[src/rtl/rv32_run_control_if.sv]
// Run-control bundle between the sequencer (slave) and the bench/core harness (master).
// The step line only exists when RUN_CONTROL_STEP_EN is defined.
interface rv32_run_control_if #(
    parameter int PC_WIDTH    = 32,
    parameter int CYCLE_WIDTH = 16
);
    logic                   start;
    logic [PC_WIDTH-1:0]    pc;
`ifdef RUN_CONTROL_STEP_EN
    logic                   step;
`endif
    logic                   core_reset_n;
    logic                   enable;
    logic [CYCLE_WIDTH-1:0] cycle_count;
    logic                   halted;
    logic                   timeout;
    logic                   done;

    modport master (
        output start,
        output pc,
`ifdef RUN_CONTROL_STEP_EN
        output step,
`endif
        input  core_reset_n,
        input  enable,
        input  cycle_count,
        input  halted,
        input  timeout,
        input  done
    );

    modport slave (
        input  start,
        input  pc,
`ifdef RUN_CONTROL_STEP_EN
        input  step,
`endif
        output core_reset_n,
        output enable,
        output cycle_count,
        output halted,
        output timeout,
        output done
    );
endinterface

[src/rtl/rv32_run_control.sv]
// Run-control sequencer: reset hold, enable, and end-of-run detection (halt PC, PC stall, budget).
// Optional macro RUN_CONTROL_STEP_EN turns enable into one pulse per rising edge of step.
module rv32_run_control #(
    parameter int                     PC_WIDTH     = 32,
    parameter int                     CYCLE_WIDTH  = 16,
    parameter int                     MAX_CYCLES   = 50,
    parameter int                     RESET_CYCLES = 4,
    parameter int                     STALL_LIMIT  = 3,
    parameter logic [PC_WIDTH-1:0]    HALT_PC      = PC_WIDTH'(32'hFFFF_FFFC)
) (
    input  logic                 i_clock,
    input  logic                 i_reset_n,
    rv32_run_control_if.slave    ctrl_if
);
    localparam int HOLD_W  = $clog2(RESET_CYCLES + 1);
    localparam int STALL_W = (STALL_LIMIT > 0) ? $clog2(STALL_LIMIT + 1) : 1;

    typedef enum logic [2:0] {
        S_IDLE,
        S_RESET_HOLD,
        S_RUN,
        S_HALTED,
        S_TIMEOUT
    } state_t;

    state_t                 r_state;
    logic [HOLD_W-1:0]      r_hold_cnt;
    logic [CYCLE_WIDTH-1:0] r_cycle_count;
    logic [PC_WIDTH-1:0]    r_pc_prev;
    logic                   r_prev_valid;
    logic [STALL_W-1:0]     r_stall_cnt;
    logic                   r_core_reset_n;
    logic                   r_enable;
    logic                   r_halted;
    logic                   r_timeout;
    logic                   r_done;

    state_t                 w_state_next;
    logic [HOLD_W-1:0]      w_hold_cnt_next;
    logic [CYCLE_WIDTH-1:0] w_cycle_count_next;
    logic [PC_WIDTH-1:0]    w_pc_prev_next;
    logic                   w_prev_valid_next;
    logic [STALL_W-1:0]     w_stall_cnt_next;
    logic                   w_core_reset_n_next;
    logic                   w_enable_next;
    logic                   w_halted_next;
    logic                   w_timeout_next;
    logic                   w_done_next;

    logic                   w_pc_repeat;
    logic                   w_stall_hit;
    logic                   w_halt_hit;
    logic                   w_budget_hit;
    logic                   w_hold_last;
    logic                   w_enable_run;
    logic                   w_enable_on_entry;

`ifdef RUN_CONTROL_STEP_EN
    // enable is only raised for the cycle after a step rising edge; that cycle's edge is the RUN edge
    logic r_step_d;

    always_ff @(posedge i_clock or negedge i_reset_n) begin
        if (!i_reset_n) begin
            r_step_d <= 1'b0;
        end else begin
            r_step_d <= ctrl_if.step;
        end
    end

    assign w_enable_run      = ctrl_if.step & ~r_step_d;
    assign w_enable_on_entry = 1'b0;
`else
    assign w_enable_run      = 1'b1;
    assign w_enable_on_entry = 1'b1;
`endif

    assign w_pc_repeat  = r_prev_valid && (ctrl_if.pc == r_pc_prev);
    assign w_stall_hit  = (STALL_LIMIT != 0) && w_pc_repeat &&
                          (({1'b0, r_stall_cnt} + 1'b1) == (STALL_W + 1)'(STALL_LIMIT));
    assign w_halt_hit   = (ctrl_if.pc == HALT_PC) || w_stall_hit;
    assign w_budget_hit = ((r_cycle_count + 1'b1) == CYCLE_WIDTH'(MAX_CYCLES));
    assign w_hold_last  = ((r_hold_cnt + 1'b1) == HOLD_W'(RESET_CYCLES));

    always_comb begin
        w_state_next        = r_state;
        w_hold_cnt_next     = r_hold_cnt;
        w_cycle_count_next  = r_cycle_count;
        w_pc_prev_next      = r_pc_prev;
        w_prev_valid_next   = r_prev_valid;
        w_stall_cnt_next    = r_stall_cnt;
        w_core_reset_n_next = r_core_reset_n;
        w_enable_next       = r_enable;
        w_halted_next       = r_halted;
        w_timeout_next      = r_timeout;
        w_done_next         = r_done;

        case (r_state)
            S_IDLE, S_HALTED, S_TIMEOUT: begin
                if (ctrl_if.start) begin
                    w_state_next        = S_RESET_HOLD;
                    w_hold_cnt_next     = '0;
                    w_cycle_count_next  = '0;
                    w_halted_next       = 1'b0;
                    w_timeout_next      = 1'b0;
                    w_done_next         = 1'b0;
                    w_core_reset_n_next = 1'b0;
                    w_enable_next       = 1'b0;
                end
            end

            S_RESET_HOLD: begin
                w_hold_cnt_next = r_hold_cnt + 1'b1;
                if (w_hold_last) begin
                    w_state_next        = S_RUN;
                    w_core_reset_n_next = 1'b1;
                    w_enable_next       = w_enable_on_entry;
                    w_prev_valid_next   = 1'b0;
                    w_stall_cnt_next    = '0;
                end
            end

            S_RUN: begin
                // r_enable high means the core advances on this edge, so it is a RUN edge
                if (r_enable) begin
                    w_cycle_count_next = r_cycle_count + 1'b1;
                    w_pc_prev_next     = ctrl_if.pc;
                    w_prev_valid_next  = 1'b1;
                    if ((STALL_LIMIT != 0) && w_pc_repeat) begin
                        w_stall_cnt_next = r_stall_cnt + 1'b1;
                    end else begin
                        w_stall_cnt_next = '0;
                    end

                    if (w_halt_hit) begin
                        w_state_next  = S_HALTED;
                        w_halted_next = 1'b1;
                        w_done_next   = 1'b1;
                        w_enable_next = 1'b0;
                    end else if (w_budget_hit) begin
                        w_state_next   = S_TIMEOUT;
                        w_timeout_next = 1'b1;
                        w_done_next    = 1'b1;
                        w_enable_next  = 1'b0;
                    end else begin
                        w_enable_next = w_enable_run;
                    end
                end else begin
                    w_enable_next = w_enable_run;
                end
            end

            default: begin
                w_state_next = S_IDLE;
            end
        endcase
    end

    always_ff @(posedge i_clock or negedge i_reset_n) begin
        if (!i_reset_n) begin
            r_state        <= S_IDLE;
            r_hold_cnt     <= '0;
            r_cycle_count  <= '0;
            r_pc_prev      <= '0;
            r_prev_valid   <= 1'b0;
            r_stall_cnt    <= '0;
            r_core_reset_n <= 1'b0;
            r_enable       <= 1'b0;
            r_halted       <= 1'b0;
            r_timeout      <= 1'b0;
            r_done         <= 1'b0;
        end else begin
            r_state        <= w_state_next;
            r_hold_cnt     <= w_hold_cnt_next;
            r_cycle_count  <= w_cycle_count_next;
            r_pc_prev      <= w_pc_prev_next;
            r_prev_valid   <= w_prev_valid_next;
            r_stall_cnt    <= w_stall_cnt_next;
            r_core_reset_n <= w_core_reset_n_next;
            r_enable       <= w_enable_next;
            r_halted       <= w_halted_next;
            r_timeout      <= w_timeout_next;
            r_done         <= w_done_next;
        end
    end

    assign ctrl_if.core_reset_n = r_core_reset_n;
    assign ctrl_if.enable       = r_enable;
    assign ctrl_if.cycle_count  = r_cycle_count;
    assign ctrl_if.halted       = r_halted;
    assign ctrl_if.timeout      = r_timeout;
    assign ctrl_if.done         = r_done;
endmodule

[src/flat_wrapper.sv]
// flat-port wrapper written by rule: the top's interface ports become plain ports
module rv32_run_control_flat 
#(
    parameter int                     PC_WIDTH     = 32,
    parameter int                     CYCLE_WIDTH  = 16,
    parameter int                     MAX_CYCLES   = 50,
    parameter int                     RESET_CYCLES = 4,
    parameter int                     STALL_LIMIT  = 3,
    parameter logic [PC_WIDTH-1:0]    HALT_PC      = PC_WIDTH'(32'hFFFF_FFFC)
)
  (i_clock, i_reset_n, ctrl_if_start, ctrl_if_pc, ctrl_if_core_reset_n, ctrl_if_enable, ctrl_if_cycle_count, ctrl_if_halted, ctrl_if_timeout, ctrl_if_done);
  rv32_run_control_if #(.PC_WIDTH(PC_WIDTH), .CYCLE_WIDTH(CYCLE_WIDTH)) ctrl_if_i ();
  input  logic i_clock;
  input  logic i_reset_n;
  input wire logic [$bits(ctrl_if_i.start)-1:0] ctrl_if_start;
  input wire logic [$bits(ctrl_if_i.pc)-1:0] ctrl_if_pc;
  output wire logic [$bits(ctrl_if_i.core_reset_n)-1:0] ctrl_if_core_reset_n;
  output wire logic [$bits(ctrl_if_i.enable)-1:0] ctrl_if_enable;
  output wire logic [$bits(ctrl_if_i.cycle_count)-1:0] ctrl_if_cycle_count;
  output wire logic [$bits(ctrl_if_i.halted)-1:0] ctrl_if_halted;
  output wire logic [$bits(ctrl_if_i.timeout)-1:0] ctrl_if_timeout;
  output wire logic [$bits(ctrl_if_i.done)-1:0] ctrl_if_done;
  assign ctrl_if_i.start = ctrl_if_start;
  assign ctrl_if_i.pc = ctrl_if_pc;
  assign ctrl_if_core_reset_n = ctrl_if_i.core_reset_n;
  assign ctrl_if_enable = ctrl_if_i.enable;
  assign ctrl_if_cycle_count = ctrl_if_i.cycle_count;
  assign ctrl_if_halted = ctrl_if_i.halted;
  assign ctrl_if_timeout = ctrl_if_i.timeout;
  assign ctrl_if_done = ctrl_if_i.done;
  rv32_run_control #(.PC_WIDTH(PC_WIDTH), .CYCLE_WIDTH(CYCLE_WIDTH), .MAX_CYCLES(MAX_CYCLES), .RESET_CYCLES(RESET_CYCLES), .STALL_LIMIT(STALL_LIMIT), .HALT_PC(HALT_PC)) u_core (.i_clock(i_clock), .i_reset_n(i_reset_n), .ctrl_if(ctrl_if_i));
endmodule
[config.mk]
export PLATFORM = sky130hd
export DESIGN_NAME = rv32_run_control_flat
export DESIGN_NICKNAME = d
export VERILOG_FILES = /design/src/rtl/rv32_run_control_if.sv /design/src/rtl/rv32_run_control.sv /design/src/flat_wrapper.sv
export SDC_FILE = /design/constraint.sdc
export NUM_CORES = 1
export LEC_CHECK = 0
export ABC_AREA = 1
export BUFFER_PORTS_ARGS = -buffer_cell sky130_fd_sc_hd__buf_2
export CAP_MARGIN = 20
export CORE_MARGIN = 2
export CORE_UTILIZATION = 38
export CTS_BUF_LIST = sky130_fd_sc_hd__clkbuf_4 sky130_fd_sc_hd__clkbuf_8
export DETAILED_ROUTE_END_ITERATION = 12
export HOLD_SLACK_MARGIN = 0.1
export MAX_ROUTING_LAYER = met4
export RECOVER_POWER = 50
export SLEW_MARGIN = 15
export SYNTH_ARGS = -nofsm -noshare
export SYNTH_HDL_FRONTEND = slang
export SYNTH_SLANG_ARGS = --single-unit
[constraint.sdc]
create_clock -name i_clock -period 2.1 [get_ports i_clock]
set_input_delay 0.42 -clock i_clock [delete_from_list [all_inputs] [get_ports i_clock]]
set_output_delay 0.42 -clock i_clock [all_outputs]
set_load 0.01 [all_outputs]
# After elaboration in Yosys (flattened, before gate mapping)
# Index checks and enable logic that the tools add are counted.
totals:
  regBits: 62
  input_bits: 35
op_classes:
  addsub: 4
  n_eq_ne: 16
  muxes: 35
  n_reduce_logical: 19
op_table:
  columns: ["cell", "count"]
  rows:
  - ["$eq A32 B32 Y1", 1]
  - ["$eq A32 B32 Y1 const B", 1]
  - ["$mux W16", 2]
  - ["$pmux W16 S2", 1]
  - ["$mux W3", 6]
  - ["$add A16 B1 Y16 const B", 1]
  - ["$eq A16 B6 Y1 const B", 1]
  - ["$mux W1", 14]
  - ["$reduce_and A3 Y1", 4]
  - ["$reduce_and A4 Y1", 3]
  - ["$pmux W1 S2", 5]
  - ["$eq A3 B2 Y1 const B", 3]
  - ["$pmux W3 S3", 1]
  - ["$ne A2 B1 Y1 const B", 4]
  - ["$eq A3 B3 Y1 const B", 2]
  - ["$mux W2", 3]
  - ["$pmux W3 S2", 1]
  - ["$reduce_bool A2 Y1", 3]
  - ["$reduce_and A5 Y1", 1]
  - ["$ne A2 B2 Y1 const B", 2]
  - ["$pmux W2 S2", 1]
  - ["$reduce_and A2 Y1", 2]
  - ["$add A2 B1 Y3 const B", 1]
  - ["$add A3 B1 Y3 const B", 1]
  - ["9 further kinds", 10]

# Logic depth before layout (Yosys ltp)
# Gate-level depths: netlist of the first run.
depth:
  depth_word: 7
  depth_mapped: 15
  ltp_nobuf: 15

# Worst setup path after synthesis of the first run
# No wires, ideal clock.
synth_path:
  kind: "register to register"
  startpoint: "register u_core.r_cycle_count[0], in the netlist u_core.ctrl_if.cycle_count[0]"
  endpoint: "register u_core.r_enable, in the netlist u_core.ctrl_if.enable"
  setup_time_ns: 0.131
  arrival_ns: 1.678
  t_required_ns: 1.969
  path_slack_ns: 0.291
  stages_incl_launch_ff: 15
  path_buffers: 0
  synth_period_minus_slack_ns: 1.809
  cell_sequence: "dfrtp_1 ha_1 nand2_2 nor2_4 nand2_2 nand2_1 nand2_1 nor2_2 nand2_1 nor2_2 nand3_2 inv_2 nor2_4 nor2_4 o211ai_1"
synth_via:
  elab_chain_len: 6
synth_lines:
  columns: ["element", "line", "text"]
  rows:
  - ["from (decl)", "rv32_run_control.sv:28", "logic [CYCLE_WIDTH-1:0] r_cycle_count;"]
  - ["from (signal assigned)", "rv32_run_control.sv:174", "r_cycle_count <= w_cycle_count_next;"]
  - ["$add A16 B1 Y16", "rv32_run_control.sv:81", "assign w_budget_hit = ((r_cycle_count + 1'b1) == CYCLE_WIDTH'(MAX_CYCLES));"]
  - ["$eq A16 B6 Y1", "rv32_run_control.sv:81", null]
  - ["$mux W1", "rv32_run_control.sv:139", "end else if (w_budget_hit) begin"]
  - ["$mux W1", "rv32_run_control.sv:134", "if (w_halt_hit) begin"]
  - ["$mux W1", "rv32_run_control.sv:124", "if (r_enable) begin"]
  - ["$pmux W1 S3", "rv32_run_control.sv:97", "case (r_state)"]
  - ["to (signal assigned)", "rv32_run_control.sv:179", "r_enable <= w_enable_next;"]
  - ["to (decl)", "rv32_run_control.sv:33", "logic r_enable;"]
# Every way passes these cells.
# A chain may end at the register's enable or synchronous reset.

# Worst setup path in the final report of the first run
layout_path:
  startpoint: "register u_core.r_state[0]"
  endpoint: "register u_core.r_cycle_count[13], in the netlist u_core.ctrl_if.cycle_count[13]"
layout_via:
  elab_chain_len: 4
  elab_cells_between_ends: 10
layout_lines:
  columns: ["element", "line", "text"]
  rows:
  - ["from (decl)", "rv32_run_control.sv:26", "state_t r_state;"]
  - ["from (signal assigned)", "rv32_run_control.sv:172", "r_state <= w_state_next;"]
  - ["$eq A3 B2 Y1, or another cell as far along", "rv32_run_control.sv:97", null]
  - ["$reduce_or A3 Y1", "rv32_run_control.sv:97", null]
  - ["$ne A2 B2 Y1 (no source line) / $reduce_bool A2 Y1 (equally long branches)", null, null]
  - ["$reduce_and A3 Y1 (no source line)", null, null]
# Parallel ways exist; a longest one is shown, timed or not.

==> results.txt, run 1 <==
- The number of max-slew violations in the final report came to 0.
* Cells on Worst Hold Path: 3
* Number of nets at the end of the flow: 615
* Highest attainable clock frequency: 525.2 MHz
- Horizontal extent of the die: 102.0 microns
- Critical path arrival: 2.15 ns
- The via count of the first global-routing pass was 3224.
* H-Tree Level Count: 3
* Count of warnings emitted by yosys: 0
* Run status: finished clean
- Share of post-route cells with drive strength above 1: 0.1733
- For this run, the slowest stage of the critical path takes 0.43 ns.
- After synthesis, the cell types taking the most area are sky130_fd_sc_hd__dfrtp_1 43%, sky130_fd_sc_hd__nand2_1 18%, sky130_fd_sc_hd__inv_1 7.5%.
- Chain of cells forming the critical path: nor2_1, inv_1, nor2_4, inv_2, nor2_2, inv_1, nand2_1, inv_2, buf_4, o21ai_0
- Area of the core: 0.009284 sq mm
- DRT met1 WL: 4194 microns
- Worst Path Max Fanout: 14
- The share of the Yosys chip area taken by registers is 0.4252.
- TritonCTS clock tree: done
- STA classifies the critical path endpoint as a flop.
- Adding up every negative setup slack in the final design gives 0 ns.
* Maximum vdd ir drop: 513.6 uV
- Global-route wire length before repair: 14860 microns
* Count of input and output buffers: 55
- Post-detailed-route DRC marker count: 0
- Area added between synthesis and finish: 18.18%
- DP HPWL: 6353 microns
- Setup Viol. Count Final: 0
* R2r worst-path depth: 10
* Vias: 3278
- sky130_fd_sc_hd__nand2_1 is the most common cell in the netlist.
- For the worst-skew pair, the clock arrives at the later sink with an insertion delay of 0.34 ns.
- At the worst endpoint, the required time is 2.35 ns.
- Slowest-stage cell, CP: sky130_fd_sc_hd__dfrtp_1
* Setup repair after global routing missed its margin: false
- A synthesized cell averages 7.168 sq um.
- Max-cap violations in this run came to 0.
* Final core utilization: 0.4644
* Final worst path period need: 1.904 ns
- Number of buffers inserted during clock tree synthesis: 9
* CTS clk-pin slew, worst paths: 0.07 ns
* Starting DRC count in detailed routing: 103
* DIE HEIGHT: 102.0 microns
- Total congestion overflow after global routing: 0
- Static leakage power: 2.187 nW
- Cell types with the highest counts after synthesis: 175 x sky130_fd_sc_hd__nand2_1, 73 x sky130_fd_sc_hd__inv_1, 62 x sky130_fd_sc_hd__dfrtp_1, 43 x sky130_fd_sc_hd__o21ai_0, 37 x sky130_fd_sc_hd__nor2_1
- In this run the clock root is driven by a sky130_fd_sc_hd__clkbuf_8.
- Dividing total power by cell area gives a power density of 1081 mW/mm^2.
- Number of failing hold endpoints at the final stage: 0
- The clock net in this run drives a total of 62 sinks.
- The die covers 0.01040 sq mm.
- Synthesis instantiated 30 different standard cells from the library.
- Routed wire length: 8663 microns
- Min-delay worst type: input pin to flop
- Buffers from clock root to sink, at most: 2
- The worst setup path is launched from a flop.
* Tightest Pin Transition: 0.8617 ns
* Overall global routing resource usage: 0.1871
* Ant. Diodes: 0
- For this configuration, the core starts out at a cell density of 0.3930.
- Entering global routing, the biggest net connects 63 pins.
- The number of antenna violations at the first check in global routing was 0.
- After detailed routing, the average wire length per cell comes to 12.27 microns.
* Tightest slew margin relative to the limit: 0.4256
- Dividing the final minimum period by the clock period gives 0.9067.
- Final cell count without fillers: 706
- Netlist area before placement: 0.003648 sq mm
- Type of the worst setup path: flop to flop
- Final Skew: 0.01227 ns
- DRT antenna net count: 0
- The cell count after synthesis came out at 509.
* Yosys top cell area share: 0.4252
* Cell type with the largest total area after synthesis: sky130_fd_sc_hd__dfrtp_1
- After detailed routing, the number of vias per cell comes to 4.643.
- I/O pin count: 56
* Async set or reset register ratio after synthesis: 1.000
- Synthesis inferred 62 register bits.
- In the detailed route, the total length drawn on met3 is 285 microns.
- Before antenna repair, the detailed router went through 5 iterations.
- Once placement completed, the tool counted placed cells totaling 688.
- At the end of routability-driven placement, the weighted congestion stood at 0.8631.
- Counting flops with a built-in enable in the synthesized netlist gives 0.
* Row count: 35
- Highest metal layer used by the detailed router: met4
- Net count after synthesis: 549
- WL met2: 4082 microns
- Pwr Total: 0.004659 W
* Commonest register cell after synthesis: sky130_fd_sc_hd__dfrtp_1
[cell usage in the layout, fill, tap and decap left out, types with 5 or more instances in the layout]
cell type	instances
sky130_fd_sc_hd__nand4_1	15
sky130_fd_sc_hd__o22ai_1	6
sky130_fd_sc_hd__nand2_1	175
sky130_fd_sc_hd__clkbuf_1	9
sky130_fd_sc_hd__inv_2	5
sky130_fd_sc_hd__nor2_2	5
sky130_fd_sc_hd__o21ai_0	43
sky130_fd_sc_hd__nand3_1	22
sky130_fd_sc_hd__nor3_1	5
sky130_fd_sc_hd__nor2_4	8
sky130_fd_sc_hd__nor2_1	36
sky130_fd_sc_hd__xnor2_1	10
sky130_fd_sc_hd__buf_2	46
sky130_fd_sc_hd__buf_4	7
sky130_fd_sc_hd__inv_1	73
sky130_fd_sc_hd__dfrtp_1	61
sky130_fd_sc_hd__o21ai_1	7
sky130_fd_sc_hd__nand2_2	5
sky130_fd_sc_hd__clkbuf_8	10
[per-stage QoR]
stage	instance area [sq um]	hold WS [ns]	setup WS [ns]
after floorplan	3649	0.1244	0.2910
after global placement	4096	0.4641	0.2437
after detailed placement	4096	0.4595	0.1556
after CTS	4287	0.3091	0.1617
after global routing	4312	0.3266	0.009414
final	4312	0.3197	0.1959
[cells by family (layout without fill, tap and decap cells)]
| logic type | count (synthesis) | count (layout) | synth area share |
|---|---|---|---|
| fa+ha+maj | 5 | 5 | 0.01715 |
| compound gates | 61 | 61 | 0.08814 |
| buf+inv | 88 | 156 | 0.09499 |
| flops | 62 | 62 | 0.4252 |
| simple gates | 278 | 278 | 0.3364 |
| xor+xnor | 15 | 15 | 0.03806 |
[worst paths after layout]
path | end | from | slack [ns]
min in group asynchronous | u_core.ctrl_if.cycle_count[7]$_DFFE_PN0P_ | i_reset_n | 0.85
max | u_core.ctrl_if.cycle_count[13]$_DFFE_PN0P_ | u_core.r_state[0]$_DFFE_PN0P_ | 0.20
max in group asynchronous | u_core.ctrl_if.cycle_count[0]$_DFFE_PN0P_ | i_reset_n | 0.65
min reg2reg | u_core.r_state[1]$_DFFE_PN0P_ | u_core.r_state[1]$_DFFE_PN0P_ | 0.49
max reg2reg | u_core.ctrl_if.cycle_count[13]$_DFFE_PN0P_ | u_core.r_state[0]$_DFFE_PN0P_ | 0.20
min | u_core.r_pc_prev[23]$_DFFE_PN0P_ | ctrl_if_pc[23] | 0.32
[sequential cells by signal, summed over array words and instances (netlist names)]
| name | flops |
|---|---|
| u_core.r_hold_cnt | 3 |
| u_core.ctrl_if.core_reset_n | 1 |
| u_core.ctrl_if.done | 1 |
| u_core.r_prev_valid | 1 |
| u_core.ctrl_if.timeout | 1 |
| u_core.ctrl_if.cycle_count | 16 |
| u_core.r_pc_prev | 32 |
| u_core.ctrl_if.enable | 1 |
| u_core.r_stall_cnt | 2 |
| u_core.ctrl_if.halted | 1 |
| u_core.r_state | 3 |
[layout make-up]
type	instances	area, sq um
clock inverter	2	35.03
multi-input combinational	359	1770
inverter	78	292.8
sequential	62	1553
clock buffer	11	145.1
timing repair buffer	65	354.1
fill	1000	4972
tap	129	161.4
[where the power goes]
part           switching, W  internal (W)
sequential         0.000289       0.00162
combinational       0.00107      0.000660
clock              0.000452      0.000573
total               0.00181       0.00285
[critical path: cells and delay by family (launching register included)]
kind / cells / cell delay [ns]
AO/OA/AOI/OAI: 1 / 0.14
flip-flops: 1 / 0.43
AND/OR/NAND/NOR: 4 / 0.64
buffers and inverters: 5 / 0.61
[layer usage]
layer,GRT usage,up-vias
li1,-,1718
met1,0.2435,1492
met2,0.2961,62
met3,0.04172,6
met4,0.05026,0
met5,-,-
[timing repair]
action / 4_1_cts / 5_1_grt
hold buffers: 1 / 0
endpoints found under the setup margin: 0 / 6
resized for setup: 0 / 5
setup buffers: 0 / 4
hold endpoints to repair: 16 / 0
(Power assumes the default switching activity.)
==> run 2, diff against run 1 <==
Settings changed: GPL_TIMING_DRIVEN set to 0.
Clock period 2.1 ns to 2.3 ns, I/O delays scaled along.
==> run 2 against run 1 <==
Effect of this change:
- highest routed layer unchanged
- clock power shrank 18%
- hold slack gained 0.048 ns
- maximum frequency shrank 7.3%
- combinational power shrank 9.8%
- die area is the same
- cell count grew 0.71%
- wire length grew 2.8%
- critical path depth grew 2
- via count grew 3.2%
- clock skew shrank 0.0016 ns
==> results.txt, run 2 (synthesis gave the netlist of run 1 again) <==
- Setup slack on the critical path of the routed design comes to 0.2449 ns.
- Starting DRC count in detailed routing: 153
* Most common library cell in the layout ignoring fill and taps: sky130_fd_sc_hd__nand2_1
- The H-tree was split into 3 levels.
* Power per Cell Area: 968.0 mW/mm^2
- Clock latency on the worst-skew pair: 0.33 ns
* Highest attainable clock frequency: 486.6 MHz
- Run status: finished clean
- STA classifies the critical path endpoint as a flop.
- CTS placed an instance of sky130_fd_sc_hd__clkbuf_8 at the clock tree root.
- Antenna violations before repair: 1
- Relative to the synthesized area, the layout overhead comes to 17.22%.
* Share of post-route cells with drive strength above 1: 0.1670
* Row count: 35
- Max Cap Viol: 0
* Crit start category: flop
- Dividing the detail-routed wire length by the instance count gives 12.52 microns.
- In the final design database the tool counted 617 nets.
- Routed wire length: 8903 microns
- TritonCTS clock tree: done
* Clock sink count: 62
- Area of the core: 0.009284 sq mm
- Clock skew on the completed layout was measured at 0.01067 ns.
* Static leakage power: 2.182 nW
- Tightest Pin Transition: 0.9224 ns
* Ratio of routed vias to standard cells: 4.758
* Post-placement setup slack: 0.2303 ns
- No sink is reached through more buffers than the 2 on the longest clock path.
- Post-detailed-route DRC marker count: 0
- IR analysis of the VDD net gives a maximum drop of 458.1 uV.
- In this run the worst hold path is classified as input pin to flop.
- DRT antenna net count: 0
* Tightest slew margin relative to the limit: 0.3851
* Period utilization: 0.8935
* Final worst path period need: 2.055 ns
- In the layout the commonest cells are 175 x sky130_fd_sc_hd__nand2_1, 73 x sky130_fd_sc_hd__inv_1, 62 x sky130_fd_sc_hd__dfrtp_1.
- The floorplan step defined a die boundary enclosing 0.01040 sq mm.
- Worst Path Max Fanout: 7
* Global-route wire length before repair: 15240 microns
- CP Data Required Time: 2.52 ns
- FILL cells: 976
* Total congestion overflow after global routing: 0
- Max-slew violation total from the final report: 0
- Buffers added to address setup during post-CTS repair amount to 0.
- At the end of routability-driven placement, the weighted congestion stood at 0.8341.
* Largest net degree at the start of global routing: 50
* DP HPWL: 6712 microns
* Count of input and output buffers: 55
- Flip-flop count of the largest register, all copies and words added: 32
- The setup path with the least slack is of type flop to flop.
- Initial core utilization: 0.3930
- In this run the vertical extent of the chip is 102.0 microns.
- Overall global routing resource usage: 0.1925
- Horizontal extent of the die: 102.0 microns
- The first detailed-routing pass took 4 iterations.
* Vias in the first global route: 3236
* Critical path arrival: 2.28 ns
- Vias: 3383
- After clock tree synthesis, the clock-pin slew on the worst setup and hold paths is 0.07 ns.
- For this design the top-level I/O count stands at 56.
- Setup Viol. Count Final: 0
- Final core utilization: 0.4606
- For the final routed database, the setup TNS stands at 0 ns.
- Setup repair after global routing missed its margin: false
* Number of failing hold endpoints at the final stage: 0
- Number of buffers inserted during clock tree synthesis: 9
* Reg with most FFs: u_core.r_pc_prev
-- run 2: cell count changes in the layout (fill, tap and decap cells not counted), sizes merged --
cell    delta
clkbuf     +4
bufinv     -1
diode      +1
clkinv     +1
-- run 2: per-layer routing --
| layer | part of all wire | vias to the layer above | track usage |
|---|---|---|---|
| li1 | - | 1740 | - |
| met1 | 0.47 | 1556 | 0.2427 |
| met2 | 0.47 | 79 | 0.3072 |
| met3 | 0.051 | 8 | 0.05472 |
| met4 | 0.0098 | 0 | 0.04718 |
| met5 | 0 | - | - |
-- run 2: per-stage QoR --
step / area (sq um) / std cells / hold WS [ns] / total power (W)
after global placement: 4085 / 693 / 0.4593 / 0.003296
after global routing: 4277 / 711 / 0.3680 / 0.004526
after floorplan: 3649 / 509 / 0.1644 / 0.002875
final: 4277 / 711 / 0.3673 / 0.004140
after detailed placement: 4115 / 694 / 0.3379 / 0.003349
after CTS: 4289 / 710 / 0.3508 / 0.004205
-- run 2: path summary, 6_finish.rpt --
check	start	to	cells past startpoint	slack, ns
setup / recovery	u_core.ctrl_if.cycle_count[0]$_DFFE_PN0P_	u_core.r_state[2]$_DFFE_PN0P_	12	0.24
max in group asynchronous	i_reset_n	u_core.r_pc_prev[12]$_DFFE_PN0P_	3	0.76
hold reg to reg	u_core.ctrl_if.timeout$_DFFE_PN0P_	u_core.ctrl_if.timeout$_DFFE_PN0P_	2	0.48
min in group asynchronous	i_reset_n	u_core.ctrl_if.cycle_count[6]$_DFFE_PN0P_	2	0.77
hold / removal	ctrl_if_pc[19]	u_core.r_pc_prev[19]$_DFFE_PN0P_	3	0.37
setup reg to reg	u_core.ctrl_if.cycle_count[0]$_DFFE_PN0P_	u_core.r_state[2]$_DFFE_PN0P_	12	0.24
-- run 2: layout make-up --
| type | count | area [sq um] | area share |
|---|---|---|---|
| inverter | 78 | 292.8 | 0.06846 |
| multi-input combinational | 359 | 1750 | 0.4093 |
| sequential | 62 | 1551 | 0.3628 |
| timing repair buffer | 57 | 300.3 | 0.07022 |
| tap | 129 | 161.4 | 0.03774 |
| clock inverter | 2 | 10.01 | 0.002341 |
| antenna | 1 | 2.502 | 0.0005851 |
| buffer | 10 | 53.80 | 0.01258 |
| clock buffer | 13 | 153.9 | 0.03599 |
-- run 2: power by group --
group / internal [W] / leakage (nW) / total (W) / switching [W]
registers: 0.00148 / 0.797 / 0.00174 / 0.000263
logic: 0.000590 / 1.29 / 0.00156 / 0.000974
clock network: 0.000431 / 0.0909 / 0.000836 / 0.000405
total: 0.00250 / 2.18 / 0.00414 / 0.00164
-- run 2: timing repair --
action | CTS | global route
endpoints found under the hold margin | 13 | 0
setup endpoints to repair | 0 | 3
hold buffers | 1 | 0
resized for setup | 0 | 1
-- run 2: critical path, stage by stage, from the launching register on --
cell	delay, ns
sky130_fd_sc_hd__dfrtp_1	0.46
sky130_fd_sc_hd__ha_1	0.24
sky130_fd_sc_hd__nand3_1	0.14
sky130_fd_sc_hd__nor2_2	0.21
sky130_fd_sc_hd__nand3_1	0.10
sky130_fd_sc_hd__nand2_1	0.09
sky130_fd_sc_hd__nand3_1	0.11
sky130_fd_sc_hd__nor2_1	0.14
sky130_fd_sc_hd__nand3_2	0.10
sky130_fd_sc_hd__nand4_1	0.10
sky130_fd_sc_hd__nand3_1	0.13
sky130_fd_sc_hd__nand2_1	0.08
sky130_fd_sc_hd__nand2_1	0.05
